## src/rtl/subsoc_wb_arb2_if.sv

```systemverilog
// subsoc_wb_arb2_if: WISHBONE bus bundle between one initiator (master) and one target (slave)
interface subsoc_wb_arb2_if #(
  parameter int AW = 32,
  parameter int DW = 32
);
  logic cyc, stb, we, ack;
  logic [AW-1:0] adr;
  logic [DW/8-1:0] sel;
  logic [DW-1:0] dat_w, dat_r;
  modport master (output cyc, stb, adr, sel, we, dat_w, input dat_r, ack);
  modport slave (input cyc, stb, adr, sel, we, dat_w, output dat_r, ack);
endinterface

```

## src/rtl/subsoc_wb_arb2.sv

```systemverilog
// subsoc_wb_arb2: round-robin two-initiator WISHBONE arbiter, grant held while cyc is high.
// Define SUBSOC_ARB_TIMEOUT_EN to add the no-ack watchdog with sticky timeout_o.
module subsoc_wb_arb2 #(
  parameter int AW = 32,
  parameter int DW = 32,
  parameter int TIMEOUT_W = 8,
  parameter int TIMEOUT_CYC = 200
) (
  input  logic             wb_clk_i,
  input  logic             wb_rst_i,
  subsoc_wb_arb2_if.slave  i0,
  subsoc_wb_arb2_if.slave  i1,
  subsoc_wb_arb2_if.master t,
  output logic [1:0]       gnt_o,
  output logic             timeout_o
);
  typedef enum logic [1:0] {IDLE, GNT0, GNT1} state_t;
  state_t state;
  logic last, req0, req1, g0, g1, gstb, fire;
  assign req0 = i0.cyc & i0.stb;
  assign req1 = i1.cyc & i1.stb;
  assign g0 = state == GNT0;
  assign g1 = state == GNT1;
  assign gstb = g0 ? i0.stb : g1 & i1.stb;
  always_ff @(posedge wb_clk_i)
    if (wb_rst_i) begin
      state <= IDLE;
      last <= 1'b1;
      gnt_o <= 2'b00;
    end else case (state)
      IDLE:
        if (req0 && (!req1 || last)) begin
          state <= GNT0;
          last <= 1'b0;
          gnt_o <= 2'b01;
        end else if (req1) begin
          state <= GNT1;
          last <= 1'b1;
          gnt_o <= 2'b10;
        end
      GNT0:
        if (!i0.cyc) begin
          state <= IDLE;
          gnt_o <= 2'b00;
        end
      GNT1:
        if (!i1.cyc) begin
          state <= IDLE;
          gnt_o <= 2'b00;
        end
      default: begin
        state <= IDLE;
        gnt_o <= 2'b00;
      end
    endcase
  assign t.cyc = g0 ? i0.cyc : g1 & i1.cyc;
  assign t.stb = gstb & ~fire;
  assign t.adr = g0 ? i0.adr : g1 ? i1.adr : {AW{1'b0}};
  assign t.sel = g0 ? i0.sel : g1 ? i1.sel : {(DW/8){1'b0}};
  assign t.we = g0 ? i0.we : g1 & i1.we;
  assign t.dat_w = g0 ? i0.dat_w : g1 ? i1.dat_w : {DW{1'b0}};
  assign i0.ack = g0 & (t.ack | fire);
  assign i1.ack = g1 & (t.ack | fire);
  assign i0.dat_r = g0 & ~fire ? t.dat_r : {DW{1'b0}};
  assign i1.dat_r = g1 & ~fire ? t.dat_r : {DW{1'b0}};
`ifdef SUBSOC_ARB_TIMEOUT_EN
  logic [TIMEOUT_W-1:0] cnt;
  // Idle clears the counter, so every grant starts counting from zero
  assign fire = gstb && cnt == TIMEOUT_W'(TIMEOUT_CYC);
  always_ff @(posedge wb_clk_i)
    if (wb_rst_i) begin
      cnt <= '0;
      timeout_o <= 1'b0;
    end else begin
      cnt <= (state == IDLE || t.ack || fire) ? '0 : cnt + {{(TIMEOUT_W-1){1'b0}}, gstb};
      timeout_o <= timeout_o | fire;
    end
`else
  assign fire = 1'b0;
  assign timeout_o = 1'b0 && TIMEOUT_CYC > (1 << TIMEOUT_W);
`endif
endmodule
```

## src/flat_wrapper.sv

```systemverilog
// flat-port wrapper written by rule: the top's interface ports become plain ports
module subsoc_wb_arb2_flat 
#(
  parameter int AW = 32,
  parameter int DW = 32,
  parameter int TIMEOUT_W = 8,
  parameter int TIMEOUT_CYC = 200
)
  (wb_clk_i, wb_rst_i, gnt_o, timeout_o, i0_cyc, i0_stb, i0_adr, i0_sel, i0_we, i0_dat_w, i0_dat_r, i0_ack, i1_cyc, i1_stb, i1_adr, i1_sel, i1_we, i1_dat_w, i1_dat_r, i1_ack, t_cyc, t_stb, t_adr, t_sel, t_we, t_dat_w, t_dat_r, t_ack);
  subsoc_wb_arb2_if #(.AW(AW), .DW(DW)) i0_i ();
  subsoc_wb_arb2_if #(.AW(AW), .DW(DW)) i1_i ();
  subsoc_wb_arb2_if #(.AW(AW), .DW(DW)) t_i ();
  input  logic wb_clk_i;
  input  logic wb_rst_i;
  output logic [1:0] gnt_o;
  output logic timeout_o;
  input wire logic [$bits(i0_i.cyc)-1:0] i0_cyc;
  input wire logic [$bits(i0_i.stb)-1:0] i0_stb;
  input wire logic [$bits(i0_i.adr)-1:0] i0_adr;
  input wire logic [$bits(i0_i.sel)-1:0] i0_sel;
  input wire logic [$bits(i0_i.we)-1:0] i0_we;
  input wire logic [$bits(i0_i.dat_w)-1:0] i0_dat_w;
  output wire logic [$bits(i0_i.dat_r)-1:0] i0_dat_r;
  output wire logic [$bits(i0_i.ack)-1:0] i0_ack;
  input wire logic [$bits(i1_i.cyc)-1:0] i1_cyc;
  input wire logic [$bits(i1_i.stb)-1:0] i1_stb;
  input wire logic [$bits(i1_i.adr)-1:0] i1_adr;
  input wire logic [$bits(i1_i.sel)-1:0] i1_sel;
  input wire logic [$bits(i1_i.we)-1:0] i1_we;
  input wire logic [$bits(i1_i.dat_w)-1:0] i1_dat_w;
  output wire logic [$bits(i1_i.dat_r)-1:0] i1_dat_r;
  output wire logic [$bits(i1_i.ack)-1:0] i1_ack;
  output wire logic [$bits(t_i.cyc)-1:0] t_cyc;
  output wire logic [$bits(t_i.stb)-1:0] t_stb;
  output wire logic [$bits(t_i.adr)-1:0] t_adr;
  output wire logic [$bits(t_i.sel)-1:0] t_sel;
  output wire logic [$bits(t_i.we)-1:0] t_we;
  output wire logic [$bits(t_i.dat_w)-1:0] t_dat_w;
  input wire logic [$bits(t_i.dat_r)-1:0] t_dat_r;
  input wire logic [$bits(t_i.ack)-1:0] t_ack;
  assign i0_i.cyc = i0_cyc;
  assign i0_i.stb = i0_stb;
  assign i0_i.adr = i0_adr;
  assign i0_i.sel = i0_sel;
  assign i0_i.we = i0_we;
  assign i0_i.dat_w = i0_dat_w;
  assign i0_dat_r = i0_i.dat_r;
  assign i0_ack = i0_i.ack;
  assign i1_i.cyc = i1_cyc;
  assign i1_i.stb = i1_stb;
  assign i1_i.adr = i1_adr;
  assign i1_i.sel = i1_sel;
  assign i1_i.we = i1_we;
  assign i1_i.dat_w = i1_dat_w;
  assign i1_dat_r = i1_i.dat_r;
  assign i1_ack = i1_i.ack;
  assign t_cyc = t_i.cyc;
  assign t_stb = t_i.stb;
  assign t_adr = t_i.adr;
  assign t_sel = t_i.sel;
  assign t_we = t_i.we;
  assign t_dat_w = t_i.dat_w;
  assign t_i.dat_r = t_dat_r;
  assign t_i.ack = t_ack;
  subsoc_wb_arb2 #(.AW(AW), .DW(DW), .TIMEOUT_W(TIMEOUT_W), .TIMEOUT_CYC(TIMEOUT_CYC)) u_core (.wb_clk_i(wb_clk_i), .wb_rst_i(wb_rst_i), .i0(i0_i), .i1(i1_i), .t(t_i), .gnt_o(gnt_o), .timeout_o(timeout_o));
endmodule
```

## config.mk

```make
export PLATFORM = sky130hd
export DESIGN_NAME = subsoc_wb_arb2_flat
export DESIGN_NICKNAME = d
export VERILOG_FILES = /design/src/rtl/subsoc_wb_arb2_if.sv /design/src/rtl/subsoc_wb_arb2.sv /design/src/flat_wrapper.sv
export SDC_FILE = /design/constraint.sdc
export NUM_CORES = 1
export LEC_CHECK = 0
export BUFFER_PORTS_ARGS = -buffer_cell sky130_fd_sc_hd__buf_4
export CAP_MARGIN = 20
export CORE_AREA = 2 2 122 124
export CTS_CLUSTER_DIAMETER = 80
export DETAILED_ROUTE_END_ITERATION = 8
export DIE_AREA = 0 0 124 126
export GPL_TIMING_DRIVEN = 0
export SYNTH_ARGS = -nofsm -noshare
export SYNTH_HDL_FRONTEND = slang
export SYNTH_SLANG_ARGS = --single-unit
```

## constraint.sdc

```tcl
create_clock -name wb_clk_i -period 1.3 [get_ports wb_clk_i]
set_clock_uncertainty 0.05 [all_clocks]
set_input_delay 0.195 -clock wb_clk_i [delete_from_list [all_inputs] [get_ports wb_clk_i]]
set_output_delay 0.195 -clock wb_clk_i [all_outputs]
set_load 0.03 [all_outputs]
```

Yosys cells after proc, flatten, opt, wreduce, memory -nomap -nowiden
Index checks and enable logic that the tools add are counted.
{"block": "word_totals", "ff_bits": 3, "out_inout_bits": 140, "input_bits": 177}
{"block": "classes", "n_mux": 18, "bitwise_logic": 7, "eq_ne": 5, "n_reduce_logical": 7}
{"op": "two-way mux 32 bit", "n": 6}
{"op": "two-way mux 2 bit", "n": 4}
{"op": "two-way mux 4 bit", "n": 2}
{"op": "bitwise AND 1 bit", "n": 7}
{"op": "one-hot mux 2 bit (3 select lines)", "n": 1}
{"op": "two-way mux 1 bit", "n": 5}
{"op": "!= test 2 bit (second input constant)", "n": 2}
{"op": "!= test 3 x 1 -> 1 bit (second input constant)", "n": 1}
{"op": "AND reduction 3 bit", "n": 1}
{"op": "equality test 2 x 1 -> 1 bit (second input constant)", "n": 1}
{"op": "equality test 2 bit (second input constant)", "n": 1}
{"op": "logical NOT 2 bit", "n": 1}
{"op": "AND reduction 2 bit", "n": 1}
{"op": "nonzero test 2 bit", "n": 1}
{"op": "logical AND 1 bit", "n": 1}
{"op": "logical NOT 1 bit", "n": 1}
{"op": "logical OR 1 bit", "n": 1}

Depth between registers and ports, before layout
Gate-level depths: netlist (run 1).
{"block": "depth", "ltp_word": 6, "mapped_depth": 5, "ltp_nobuf": 3}

Worst setup path before layout (run 1)
OpenSTA, ideal clock, no wires.
{"block": "synth_path", "kind": "flip-flop to output port", "startpoint": "register u_core.gnt_o[0] (netlist name)", "endpoint": "output port t_adr[10]", "path_stages_with_launch": 6, "setup_slack_ns": -0.418, "arrival_time_ns": 1.473, "t_required_ns": 1.055, "path_cell_list": "dfxtp_1 > nor2b_4 > buf_6 > buf_6 > buf_6 > a22o_1"}
{"element": "to (decl)", "line_no": "flat_wrapper.sv:35", "rtl": "output wire logic [$bits(t_i.adr)-1:0] t_adr;"}

==> results of run 1 <==
-- layout make-up --
class                   count  area (µm²)  area share
plain buffers              22       349.1     0.05877
clock buffers               4       78.83     0.01327
inverters                   2       10.01    0.001685
multi-input cells         149        1846      0.3107
flip-flops and latches      3       67.56     0.01138
well taps                 184       230.2     0.03876
repair buffers            344        3358      0.5654
-- metrics by stage --
step	hold slack (ps)	instance area (µm²)	worst slack (ps)	instances
2_1_floorplan	251.3	2054	-115.5	178
3_3_place_gp	362.7	4649	-317.6	677
3_5_place_dp	365.7	4649	-328.3	677
4_1_cts	135.1	5195	-468.7	691
5_1_grt	175.6	5939	-497.7	708
6_report	150.5	5939	-467.7	708
-- placed cells by master (no fill, tap or decap) --
cell type  netlist  routed
buf_16           0       1
buf_4           11     198
buf_12           0      16
clkbuf_4         0       1
inv_1            1       1
o31a_1           1       1
a22o_2           0       4
nand2_1          1       1
buf_8            0       3
a311o_1          1       1
and2_2           0      37
o21a_1           1       1
dfxtp_4          0       2
clkbuf_16        0      15
nor2b_1          2       2
nor2_4           1       1
a21boi_0         1       1
buf_6            5     135
and2_4           0      29
dfxtp_1          3       1
o211a_1          1       1
nor2b_4          1       1
conb_1           1       1
clkbuf_1         3       1
inv_4            0       1
a22o_4           0      67
o2111a_1         1       1
-- cells by family (layout without fill, tap and decap cells) --
kind of cell,count (synthesis),after routing,synth area share
flops,3,3,0.04360
other cells,1,1,0.002722
compound gates,77,77,0.4914
buf+inv,26,372,0.1326
simple gates,71,71,0.3297
-- sequential cells by signal, indices dropped and copies added (netlist names) --
name / count
u_core.last: 1
u_core.gnt_o: 2
-- what timing repair did --
item                       CTS  global route
setup endpoints to repair  137           138
setup buffers                9             9
gates cloned                 2            13
resized for setup           86           115
pin swaps                    2            20
-- where the power goes --
| group | leakage, nW | switching [mW] | internal, mW |
|---|---|---|---|
| combinational | 3.05 | 0.892 | 1.17 |
| sequential | 0.0261 | 0.00682 | 0.0965 |
| clock | 0.0382 | 0.0874 | 0.405 |
| total | 3.11 | 0.986 | 1.67 |
-- final timing paths --
check                                startpoint  cells past startpoint         endpoint  slack [ps]
worst max-delay path            u_core.gnt_o[0]                      7        t_adr[27]        -470
worst min-delay path                   wb_rst_i                      2      u_core.last         150
worst max register to register  u_core.gnt_o[0]                      4      u_core.last          10
worst min register to register  u_core.gnt_o[1]                      2  u_core.gnt_o[0]         550
-- layer usage --
layer	routed length, µm	vias up
met5	0	-
met4	37	0
met3	1034	6
met2	6479	185
met1	3689	1326
li1	-	1355
==> impl_metrics.ini, run 1 <==
[clock_network]
root_buffer = clkbuf_16
htree_levels = 1
clkTransAtPathRegs_ps = 30
cts_tree = done
cts.path.max_buffers = 2
cts_hold_buf = 0
clkSinkCount = 3
insertion_delay_ps = 220
numCtsBuffers = 3

[route]
dr.first_iter.drc_count = 36
vias = 2872
ant_nets = 0
route.detailed.drc = 0
drt-total-wl_um = 11240
wl_per_cell_um = 15.88
viasPerCell = 4.056
first_pass_iters = 3

[global_route]
antenna_found_initial = 0
grt_pass1_vias = 2770
grt_max_degree = 11
grt-busiest-layer = met2
overflow = 0
grt_pass1_wl_um = 13790
met2_usage = 0.2398
gr-usage-all-layers = 0.1123
use_met1 = 0.1093
use_met3 = 0.02174

[placement]
io_buffer_count = 315
gp_congestion = 0.7445
dp_hpwl_um = 8441

[sta]
rsz0062_at_grt = true
fin_crit_ps = 1768
setup_viol = 137
drv_slew = 0
hold_viol_final = 0
layout_setup_ws_ps = -467.7
fmax_mhz = 565.7
final.period_utilization = 1.360
tns_ps = -55970

[job]
max_cap_violations = 0

[synthesis]
yosysWarningCount = 0
synth_cells = 178
avgSynthCellArea_um2 = 7.739
syn_nets = 355
ys_seq_area_frac = 0.04360
synthTopCellsByCount = a22o_1 (71), and2_1 (66), buf_4 (11)
ys_ff_latch = 3
synth_cell_type_count = 20
synth_most_common_cell = a22o_1
syn-cell-area_um2 = 1378
synth-async-reset-ratio = 0
synth_edf_count = 0
synth_top_area_frac = 0.4514
synth_top_cell_by_area = a22o_1
synth_area_leaders = a22o_1 (45%), and2_1 (30%), buf_4 (6.0%), dfxtp_1 (4.4%), buf_6 (4.1%)
ys.flop_type = dfxtp_1

[setup_path]
worstPathCellList = buf_6 -> nor2_4 -> buf_12 -> clkbuf_16 -> clkbuf_16 -> a22o_4 -> buf_6
max_stage_delay_ps = 350
critPathBufInv = 5
crit_fanout = 6
critPathRequiredTime_ps = 1050
cp_top_family = buffers and inverters
crit_type = flip-flop to output pin
slowest_stage = dfxtp_4
cp-end-kind = output pin
arrival_ps = 1520
critPathLaunchType = flip-flop

[final_layout]
fin_util = 0.4149
nets = 702
syn_to_final_growth_pct = 331.2
drive_gt1_frac = 0.9752
fill_cells = 1314
n_antenna_cell = 0

[die]
die_w_um = 124
fp.dieArea_um2 = 15620
placementRows = 44
initial_core_util = 0.09624
core_um2 = 14310
dieHeight_um = 126
ios = 317

[pwr]
power.total_mw = 2.656
p_per_area_nw_per_um2 = 447.1
p_leak_nw = 3.113
max-vdd-ir-drop_uv = 290.3

[worst_hold_path]
hp-class = input port to flip-flop

[outcome]
violations = negative setup slack
outcome = finished, violations left
No activity file was read; power rests on OpenSTA's default activity.
==> run 2, diff against run 1 <==
--- a/config.mk
+++ b/config.mk
@@ -5,13 +5,15 @@
 export SDC_FILE = /design/constraint.sdc
 export NUM_CORES = 1
 export LEC_CHECK = 0
+export ABC_AREA = 1
 export BUFFER_PORTS_ARGS = -buffer_cell sky130_fd_sc_hd__buf_4
 export CAP_MARGIN = 20
-export CORE_AREA = 2 2 122 124
+export CORE_AREA = 2 2 125 127
 export CTS_CLUSTER_DIAMETER = 80
 export DETAILED_ROUTE_END_ITERATION = 8
-export DIE_AREA = 0 0 124 126
+export DIE_AREA = 0 0 127 129
 export GPL_TIMING_DRIVEN = 0
 export SYNTH_ARGS = -nofsm -noshare
 export SYNTH_HDL_FRONTEND = slang
 export SYNTH_SLANG_ARGS = --single-unit
+export TNS_END_PERCENT = 1
==> run 2 against run 1 <==
Against the previous run:
- largest power group unchanged
- utilization down 6.8 points
- critical path depth fell by 1
- synthesized cell count grew 22%
- flip-flop and latch count stayed put
- die area increased by 4.9%
- power shrank 2.5%
- the flow still finishes with violations (negative setup slack)
- cell area is 13% lower
- global-route usage down 0.12 points
- sequential share of layout area up 0.16 points
- clock power hardly changed
- highest routed layer unchanged
- via count grew 0.70%
- fmax up 9.7%
==> impl_metrics.ini, run 2 <==
[outcome]
outcome = finished, violations left
violations = negative setup slack

[final_layout]
syn_to_final_growth_pct = 304.8
top_register = u_core.gnt_o
final_common_cell = buf_4
instances_no_fill = 731
fin_util = 0.3466
reg.largest.list = u_core.gnt_o: 2 flops, u_core.last: 1 flops
drive_gt1_frac = 0.8932
nets = 721
final_cell_mix = buf_4 (198), buf_6 (128), a22o_2 (67)
largest_reg_flops = 2
n_antenna_cell = 0

[placement]
dp_hpwl_um = 8614
dpl_worst_slack_ps = -405.1
gp_congestion = 0.8162
io_buffer_count = 315
place_inst = 720

[global_route]
overflow = 0
met2_usage = 0.2100
grt_max_degree = 11
use_met1 = 0.1287
grt-busiest-layer = met2
grt_pass1_wl_um = 14630
gr-usage-all-layers = 0.1111
grt_pass1_vias = 2767
antenna_found_initial = 0
use_met3 = 0.03035

[route]
route.detailed.drc = 0
ant_nets = 0
wl_per_cell_um = 13.99
viasPerCell = 3.956
vias = 2892
dr.first_iter.drc_count = 51
drt-total-wl_um = 10230
first_pass_iters = 4

[clock_network]
cts_hold_buf = 0
insertion_delay_ps = 220
numCtsBuffers = 3
root_buffer = clkbuf_16
cts.path.max_buffers = 2
htree_levels = 1
clkSinkCount = 3
cts_tree = done
clkTransAtPathRegs_ps = 30

[setup_path]
r2r.worst_path.cells = 6
startpoint = u_core.gnt_o[0]
crit_type = flip-flop to output pin
cp-end-kind = output pin
critPathLaunchType = flip-flop
arrival_ps = 1370
crit_end = t_dat_w[1]
critPathRequiredTime_ps = 1050
crit_fanout = 10
r2r-start = u_core.gnt_o[0]
ff2ff_setup_slack_ps = 160
r2r_end = u_core.gnt_o[0]

[synthesis]
synth-async-reset-ratio = 0
syn-cell-area_um2 = 1282
synth_most_common_cell = a22o_1
ys.flop_type = dfxtp_1
synth_top_area_frac = 0.4780
yosysWarningCount = 0
synth_edf_count = 0
ys_ff_latch = 3
synth_area_leaders = a22o_1 (48%), nor2_1 (20%), inv_1 (11%), buf_4 (5.3%), buf_2 (4.7%)
syn_nets = 394
ys_seq_area_frac = 0.04683
avgSynthCellArea_um2 = 5.910
synth_cell_type_count = 14
synth_top_cell_by_area = a22o_1
synth_cells = 217
synthTopCellsByCount = a22o_1 (70), nor2_1 (67), inv_1 (37)

[die]
placementRows = 45
dieHeight_um = 129
die_w_um = 127
initial_core_util = 0.08563
core_um2 = 14980
ios = 317
fp.dieArea_um2 = 16380

[pwr]
max-vdd-ir-drop_uv = 318.5
p_leak_nw = 2.667
p_per_area_nw_per_um2 = 498.8

[sta]
rsz0062_at_grt = true
layout_setup_ws_ps = -311.9
drv_slew = 0
fin_crit_ps = 1612
setup_viol = 134
final.period_utilization = 1.240
fin_hold_ws_ps = 84.15
fmax_mhz = 620.4
hold_viol_final = 0

[worst_hold_path]
hp-class = input port to flip-flop

[job]
max_cap_violations = 0
run 2: cell types whose count changed in the layout (fill, tap and decap cells not counted), moves of 7 or more:
cell / delta
inv_1: +35
buf_12: -12
a22o_4: -64
and2_2: -37
clkbuf_16: -10
nor2_2: +30
nor2_4: +30
a22o_2: +63
and2_4: -29
nor2_1: +7
buf_6: -7
run 2: cell type report:
cell class / count / area [µm²]
Fill cell: 1542 / 9786
Timing Repair Buffer: 322 / 2964
Multi-Input combinational cell: 154 / 1378
Buffer: 21 / 296.5
Tap cell: 188 / 235.2
Inverter: 39 / 171.4
Clock buffer: 4 / 78.83
Sequential cell: 3 / 67.56
run 2: worst min-delay path by stage:
stage	start	end	slack [ps]	depth (start not counted)
finish	wb_rst_i	u_core.gnt_o[1]	80	2
global route	wb_rst_i	u_core.gnt_o[1]	80	2
CTS	wb_rst_i	u_core.gnt_o[1]	80	2
detailed placement	wb_rst_i	u_core.gnt_o[1]	310	2
global placement	wb_rst_i	u_core.gnt_o[0]	320	2
floorplan	wb_rst_i	u_core.gnt_o[0]	200	1
run 2: worst max-delay path: stages (launching register included):
cell	delay, ps
dfxtp_4	350
inv_6	70
nor2_4	50
buf_12	150
buf_8	140
a22o_2	250
buf_6	140
run 2: cells by family (layout without fill, tap and decap cells):
| family | Yosys count | after routing | share of synthesized area |
|---|---|---|---|
| other | 1 | 1 | 0.002924 |
| DFF | 3 | 3 | 0.04683 |
| buffers and inverters | 60 | 386 | 0.2137 |
| AOI/OAI and AO/OA | 73 | 73 | 0.4917 |
| and+or+nand+nor | 80 | 80 | 0.2449 |
run 2: metrics by stage:
stage          power (mW)  setup TNS [ps]  instance area [µm²]
6_report            2.590          -33350                 5191
5_1_grt             2.718          -39620                 5191
4_1_cts             2.566          -34940                 5042
3_5_place_dp        1.812          -41560                 4294
3_3_place_gp        1.806          -41480                 4294
2_1_floorplan      0.9906           -5090                 1694
run 2: layer usage:
layer  up-vias  wire (µm)  part of all wire
met5         -          0                 0
met2       209       5373              0.53
met1      1285       3665              0.36
met3         2       1157              0.11
li1       1396          -                 -
met4         0         30            0.0029
run 2: repair_timing:
item	4_1_cts	5_1_grt
cloned	2	2
pin swaps	1	2
setup buffers	3	0
gates resized for setup	159	24
endpoints found under the setup margin	138	135
endpoints found under the hold margin	0	0
run 2: report_power, final:
part	internal, mW	total (mW)	switching [mW]
sequential	0.0972	0.105	0.00780
combinational	1.03	1.99	0.968
clock	0.405	0.491	0.0858
total	1.53	2.59	1.06
